## src/rtl/tlp_tx_arb_ctrl.sv

```systemverilog
// tlp_tx_arb_ctrl: two-requester packet arbiter for a shared TLP TX stream.
// Grants whole packets (never interleaved), round-robins between host and
// SoC, and limits back-to-back bursts when the other side is waiting.
module tlp_tx_arb_ctrl #(
  parameter int DATA_W   = 512,
  parameter int MAX_PKTS = 4
) (
  input  logic              clk,
  input  logic              rst_n,
  input  logic              host_en,
  input  logic              soc_en,
  input  logic              host_tvalid,
  input  logic              host_tlast,
  input  logic [DATA_W-1:0] host_tdata,
  output logic              host_tready,
  input  logic              soc_tvalid,
  input  logic              soc_tlast,
  input  logic [DATA_W-1:0] soc_tdata,
  output logic              soc_tready,
  output logic              out_tvalid,
  output logic              out_tlast,
  output logic [DATA_W-1:0] out_tdata,
  input  logic              out_tready,
  output logic [1:0]        grant,
  output logic [15:0]       host_pkt_cnt,
  output logic [15:0]       soc_pkt_cnt,
  output logic              busy
);

  typedef enum logic [1:0] {IDLE = 2'd0, HOST = 2'd1, SOC = 2'd2} state_e;

  state_e      state_q, state_d;
  logic        ptr_q, ptr_d;          // 0: host preferred, 1: soc preferred
  logic [7:0]  burst_q, burst_d;
  logic [15:0] host_cnt_q, host_cnt_d;
  logic [15:0] soc_cnt_q, soc_cnt_d;

  logic host_sel, soc_sel;
  logic host_elig, soc_elig;
  logic done, cur_elig, oth_elig, oth_valid, burst_hit;

  assign host_sel  = (state_q == HOST);
  assign soc_sel   = (state_q == SOC);
  assign host_elig = host_tvalid & host_en;
  assign soc_elig  = soc_tvalid & soc_en;

  // Granted-side view of the packet stream and the other side's request.
  // At completion the current tvalid is high by definition, so whether the
  // current requester may continue is decided by its enable.
  assign done      = out_tvalid & out_tlast & out_tready;
  assign cur_elig  = host_sel ? host_elig : soc_elig;
  assign oth_elig  = host_sel ? soc_elig : host_elig;
  assign oth_valid = host_sel ? soc_tvalid : host_tvalid;
  assign burst_hit = ({1'b0, burst_q} + 9'd1) >= 9'(MAX_PKTS);

  // Output mux: only the granted stream reaches the TX path.
  assign out_tvalid  = (host_sel & host_tvalid) | (soc_sel & soc_tvalid);
  assign out_tlast   = (host_sel & host_tlast) | (soc_sel & soc_tlast);
  assign out_tdata   = host_sel ? host_tdata : (soc_sel ? soc_tdata : '0);
  assign host_tready = host_sel & out_tready;
  assign soc_tready  = soc_sel & out_tready;
  assign grant       = {soc_sel, host_sel};
  assign busy        = |grant;
  assign host_pkt_cnt = host_cnt_q;
  assign soc_pkt_cnt  = soc_cnt_q;

  // Next-state: arbitration from IDLE, packet-boundary handover otherwise.
  always_comb begin
    state_d    = state_q;
    ptr_d      = ptr_q;
    burst_d    = burst_q;
    host_cnt_d = host_cnt_q;
    soc_cnt_d  = soc_cnt_q;
    unique case (state_q)
      IDLE: begin
        burst_d = '0;
        if (host_elig && (!soc_elig || !ptr_q)) state_d = HOST;
        else if (soc_elig)                      state_d = SOC;
      end
      HOST, SOC: begin
        if (done) begin
          if (host_sel) host_cnt_d = host_cnt_q + 16'd1;
          else          soc_cnt_d  = soc_cnt_q + 16'd1;
          ptr_d = host_sel;
          if (oth_elig) begin
            state_d = host_sel ? SOC : HOST;
            burst_d = '0;
          end else if (cur_elig && !(burst_hit && oth_valid)) begin
            // Saturate so a long solo burst cannot wrap the counter.
            burst_d = burst_hit ? 8'(MAX_PKTS) : burst_q + 8'd1;
          end else begin
            state_d = IDLE;
            burst_d = '0;
          end
        end
      end
      default: begin
        state_d = IDLE;
        burst_d = '0;
      end
    endcase
  end

  // State and counter registers.
  always_ff @(posedge clk or negedge rst_n) begin
    if (!rst_n) begin
      state_q    <= IDLE;
      ptr_q      <= 1'b0;
      burst_q    <= '0;
      host_cnt_q <= '0;
      soc_cnt_q  <= '0;
    end else begin
      state_q    <= state_d;
      ptr_q      <= ptr_d;
      burst_q    <= burst_d;
      host_cnt_q <= host_cnt_d;
      soc_cnt_q  <= soc_cnt_d;
    end
  end

endmodule

```

## config.mk

```make
export PLATFORM = sky130hd
export DESIGN_NAME = tlp_tx_arb_ctrl
export DESIGN_NICKNAME = d
export VERILOG_FILES = /design/src/rtl/tlp_tx_arb_ctrl.sv
export SDC_FILE = /design/constraint.sdc
export NUM_CORES = 1
export LEC_CHECK = 0
export ABC_AREA = 1
export CORE_AREA = 2 2 618 620
export DETAILED_ROUTE_END_ITERATION = 6
export DIE_AREA = 0 0 620 622
export GPL_ROUTABILITY_DRIVEN = 0
export PLACE_DENSITY_LB_ADDON = 0.3
export REMOVE_ABC_BUFFERS = 1
export SYNTH_ARGS = -nofsm -noshare
export SYNTH_HDL_FRONTEND = slang
export SYNTH_SLANG_ARGS = --single-unit
```

## constraint.sdc

```tcl
create_clock -name clk -period 5.9 [get_ports clk]
set_input_delay 1.18 -clock clk [delete_from_list [all_inputs] [get_ports clk]]
set_output_delay 1.18 -clock clk [all_outputs]
set_load 0.01 [all_outputs]
```

Word level (Yosys, flattened, before mapping)
Index checks and enable logic that the tools add are counted.
{"block": "word_totals", "reg_bits": 43, "in_bits": 1033, "output_inout_bits": 551, "word_cells": 58}
{"block": "classes", "n_addsub": 4, "magnitude_cmp": 1, "eq_ne": 5, "muxes": 17, "bitwise": 13, "n_reduce_logical": 13}
{"cell": "2-to-1 mux 512 bit", "count": 2}
{"cell": "2-to-1 mux 8 bit", "count": 5}
{"cell": "adder 16 x 1 -> 16 bit (second input constant)", "count": 2}
{"cell": "2-to-1 mux 2 bit", "count": 6}
{"cell": "AND 1 bit", "count": 10}
{"cell": "adder 8 x 1 -> 9 bit (second input constant)", "count": 1}
{"cell": ">= comparator 9 x 3 -> 1 bit (second input constant)", "count": 1}
{"cell": "AND reduction 3 bit", "count": 3}
{"cell": "adder 8 x 1 -> 8 bit (second input constant)", "count": 1}
{"cell": "!= test 3 bit (second input constant)", "count": 2}
{"cell": "case mux 2 bit (2 select lines)", "count": 1}
{"cell": "logical AND 1 bit", "count": 3}
{"cell": "logical NOT 1 bit", "count": 3}
{"cell": "2-to-1 mux 1 bit", "count": 3}
{"cell": "equality test 2 x 1 -> 1 bit (second input constant)", "count": 1}
{"cell": "equality test 2 bit (second input constant)", "count": 1}
{"cell": "logical NOT 2 bit", "count": 1}
{"cell": "!= test 2 x 1 -> 1 bit (second input constant)", "count": 1}
{"cell": "OR 1 bit", "count": 2}
{"cell": "AND reduction 2 bit", "count": 1}
{"cell": "OR reduction 2 bit", "count": 1}
{"cell": "logical OR 1 bit", "count": 1}
{"cell": "NOT 1 bit", "count": 1}

Longest topological paths before layout
{"block": "depth", "word_depth": 9, "mapped_depth": 13, "depth_no_buf": 12}

Worst setup path after synthesis
Ideal clock, no wire load.
{"block": "synth_path", "path_kind": "reg-to-output", "start": "register state_q[1]", "end": "output port out_tdata[452]", "arrival_ns": 1.677, "slack_ns": 3.043, "path_stages_with_launch": 9, "cell_sequence": "dfrtp_1 inv_1 ha_1 buf_4 buf_2 clkbuf_1 buf_1 nand2_1 nand2_1"}
{"item": "start: declaration", "line_no": "32", "text": "state_e state_q, state_d;"}
{"item": "start signal: assignment", "line_no": "113", "text": "state_q <= state_d;"}
{"item": "equality test 2 x 1 -> 1 bit", "line_no": "42", "text": "assign host_sel = (state_q == HOST);"}
{"item": "via host_sel", "line_no": "38", "text": "logic host_sel, soc_sel;"}
{"item": "2-to-1 mux 512 bit", "line_no": "59", "text": "assign out_tdata = host_sel ? host_tdata : (soc_sel ? soc_tdata : '0);"}
{"item": "end: declaration", "line_no": "22", "text": "output logic [DATA_W-1:0] out_tdata,"}
The timed path passes the listed nets, and every way through them passes these cells.

Final worst setup path
{"block": "layout_path", "start": "register state_q[1]", "end": "output port out_tdata[113]"}
{"block": "layout_via", "elab_chain_len": 3}
{"item": "equality test 2 bit", "line_no": "43", "text": "assign soc_sel = (state_q == SOC);"}
{"item": "2-to-1 mux 512 bit", "line_no": "59"}
{"item": "2-to-1 mux 512 bit (*)", "line_no": "59"}
Mark *: on every way between the ends. The rest lies on a longest branch, timed or not.

==> summary.txt <==
Yosys
  • Top cells by area, synth: nand2_1, nand3_1, dfrtp_1, clkbuf_1, xor2_1
  • Cells after Synth: 2024
  • Synth top cells by count: nand2_1, nand3_1, clkbuf_1
  • Top_reg_cell synth: dfrtp_1
  • Flops & latches, synth: 43
  • Syn_area_per_cell: 4.73 µm²
  • Synth area leader: nand2_1
  • Most common cell in the synthesized netlist: nand2_1
  • Synth Warn #: 0
  • Async SR Flop Fraction: 1.00
  • Distinct cell type count after synthesis: 35
  • Synth top area share: 0.437
  • Mapped cell area: 9580 µm²
  • Register area share after synthesis: 0.112
  • Number of synthesized flops with an enable pin: 0

Timing
  • Worst slew pin tran: 1.16 ns
  • Max_slew headroom: 0.228
  • Fmax: 198 MHz
  • RSZ-0062 raised after global routing: no
  • Final hold violation count: 0
  • Fin Clk Skew: 0.00938 ns
  • Final Max Slew Viols: 0
  • Final Cycle Share: 0.858
  • Post-route setup slack: 0.839 ns
  • Min cycle time layout: 5.06 ns
  • Endpoints failing setup: 0

Clock network
  • CTS H-tree lvls: 2
  • Clock root cell: clkbuf_16
  • Post-CTS Setup Inserts: 0
  • Reg clk slew, reported paths: 0.07 ns
  • CTS tree: done
  • Cts hold-fix bufs: 0
  • CTS resizes: 0
  • Sink Count: 43
  • Worst skew pair latency: 0.29 ns
  • CTS Buf Count: 5
  • Max clock buf depth: 2

Route
  • Total routed wirelength: 350 mm
  • DRC: 0
  • Via count: 23286
  • Initial DRC count: 2076
  • Vias per cell: 2.70
  • DR pass1 iterations: 5
  • DR WL/cell: 40.5 µm
  • DRT antenna net count: 0

Floorplanning
  • Die area: 386000 µm²
  • Die width: 620 µm
  • Initial Utilization: 0.0253
  • Die height: 622 µm
  • Placeable Area: 378000 µm²
  • Num rows: 226
  • Ports: 1584

Place
  • Pre-CTS setup slack: 1.10 ns
  • PortBufs: 1583
  • DP HPWL: 329 mm
  • Placement Cell Area: 31300 µm²

Run status
  • Outcome: completed

Global routing
  • Vias in the first global route: 21196
  • GRT Util Overall: 0.174
  • Largest net degree at the start of global routing: 147
  • First-pass GRT wire length: 397 mm
  • Total gr overflow: 0
  • Antenna violations before repair: 473

Power
  • Power per cell area: 342 nW/µm²
  • Worst VDD drop: 228 µV
  • Tot Pwr: 10.9 mW
  • Pleak: 12.0 nW

Min path
  • Hold Path Class: reg -> reg
  • WHS Endpoint: burst_q[7]
  • WHS Path Cells: 2
  • Min-delay src: burst_q[7]

Final layout
  • Finished Cell Area: 31800 µm²
  • Nets: 4511
  • Layout cell share with drive strength beyond 1: 0.0412
  • Area grow syn2layout: 232%

Critical path
  • Reg2Reg Depth: 12
  • FF-to-FF Start: state_q[1]
  • Worst Setup End Kind: output pin
  • Maximum fanout along the worst path: 59
  • R2r endpoint: soc_pkt_cnt[4]
  • WS Path Type: reg -> out
  • Reg2reg setup slack: 2.57 ns
  • Crit path launch type: register
  • Data arrival time of the worst path: 3.88 ns
  • Critical path required time: 4.72 ns

Flow run
  • Max Cap Viol: 0
==> registers in the layout, indices dropped and copies added, names as in the netlist <==
register and count:
burst_q 8, host_pkt_cnt 16, ptr_q 1, soc_pkt_cnt 16
state_q 2
==> critical path: stages (launching register included) <==
cell and delay, ns:
dfrtp_1 0.47, inv_1 0.17, ha_4 0.30, inv_8 0.47, buf_4 0.63, nand3_1 0.27, nand2_1 0.45, clkdlybuf4s50_1 0.67
==> placed cells by master (no fill, tap or decap), types with 12 or more instances in the layout <==
master              n
inv_1              36
buf_12             16
clkdlybuf4s50_1  1494
diode_2           152
nand3_1           529
nand2_1          1116
o21ai_0            12
buf_4             103
dfrtp_1            43
xor2_1             20
nor2_1             28
==> worst max-delay path by stage <==
stage                from             end  slack [ns]  cells past startpoint
3_5_place_dp   state_q[1]  out_tdata[113]        1.10                      7
5_1_grt        state_q[1]  out_tdata[113]        0.69                      7
2_1_floorplan  state_q[1]      out_tvalid      -18.05                      4
6_report       state_q[1]  out_tdata[113]        0.84                      7
4_1_cts        state_q[1]  out_tdata[113]        0.77                      7
3_3_place_gp   state_q[1]  out_tdata[130]        1.07                      7
==> where the power goes <==
part / switching (mW) / leakage (nW) / internal (mW)
clock: 0.123 / 0.0878 / 0.211
sequential: 0.0399 / 0.548 / 0.325
combinational: 6.61 / 11.4 / 3.56
==> per-stage QoR <==
step | hold slack (ns) | setup TNS (ns) | std cells | util
after global placement | 0.520 | 0 | 8478 | 0.0826
after CTS | 0.529 | 0 | 8486 | 0.0831
after detailed placement | 0.520 | 0 | 8478 | 0.0826
after global routing | 0.564 | 0 | 8589 | 0.0837
after floorplan | 0.485 | -9972.38 | 1848 | -
final | 0.525 | 0 | 8638 | 0.0841
==> layer usage <==
metal | global-route usage | up-vias | share of wire
met3 | 0.0860 | 772 | 0.12
met1 | 0.188 | 10863 | 0.36
li1 | - | 9543 | -
met5 | 0 | - | 0.0032
met4 | 0.0360 | 174 | 0.032
met2 | 0.302 | 1934 | 0.48
==> cells by family (layout without fill, tap and decap cells) <==
kind of cell / count (synthesis) / after routing / synth area share
other cells: 0 / 152 / 0
flops: 43 / 43 / 0.112
simple gates: 1706 / 1706 / 0.749
xor+xnor: 30 / 30 / 0.0274
compound gates: 20 / 20 / 0.0114
fa+ha+maj: 9 / 9 / 0.0118
buf+inv: 216 / 1662 / 0.0887
==> area by class of cell <==
class	count	area, µm²
clock inverters	2	35.0
diodes	152	380
well taps	5016	6280
flip-flops and latches	43	1080
clock buffers	6	139
multi-input cells	1765	7680
repair buffers	1614	16100
fillers	44785	347000
inverters	40	164
(Power assumes the default switching activity.)
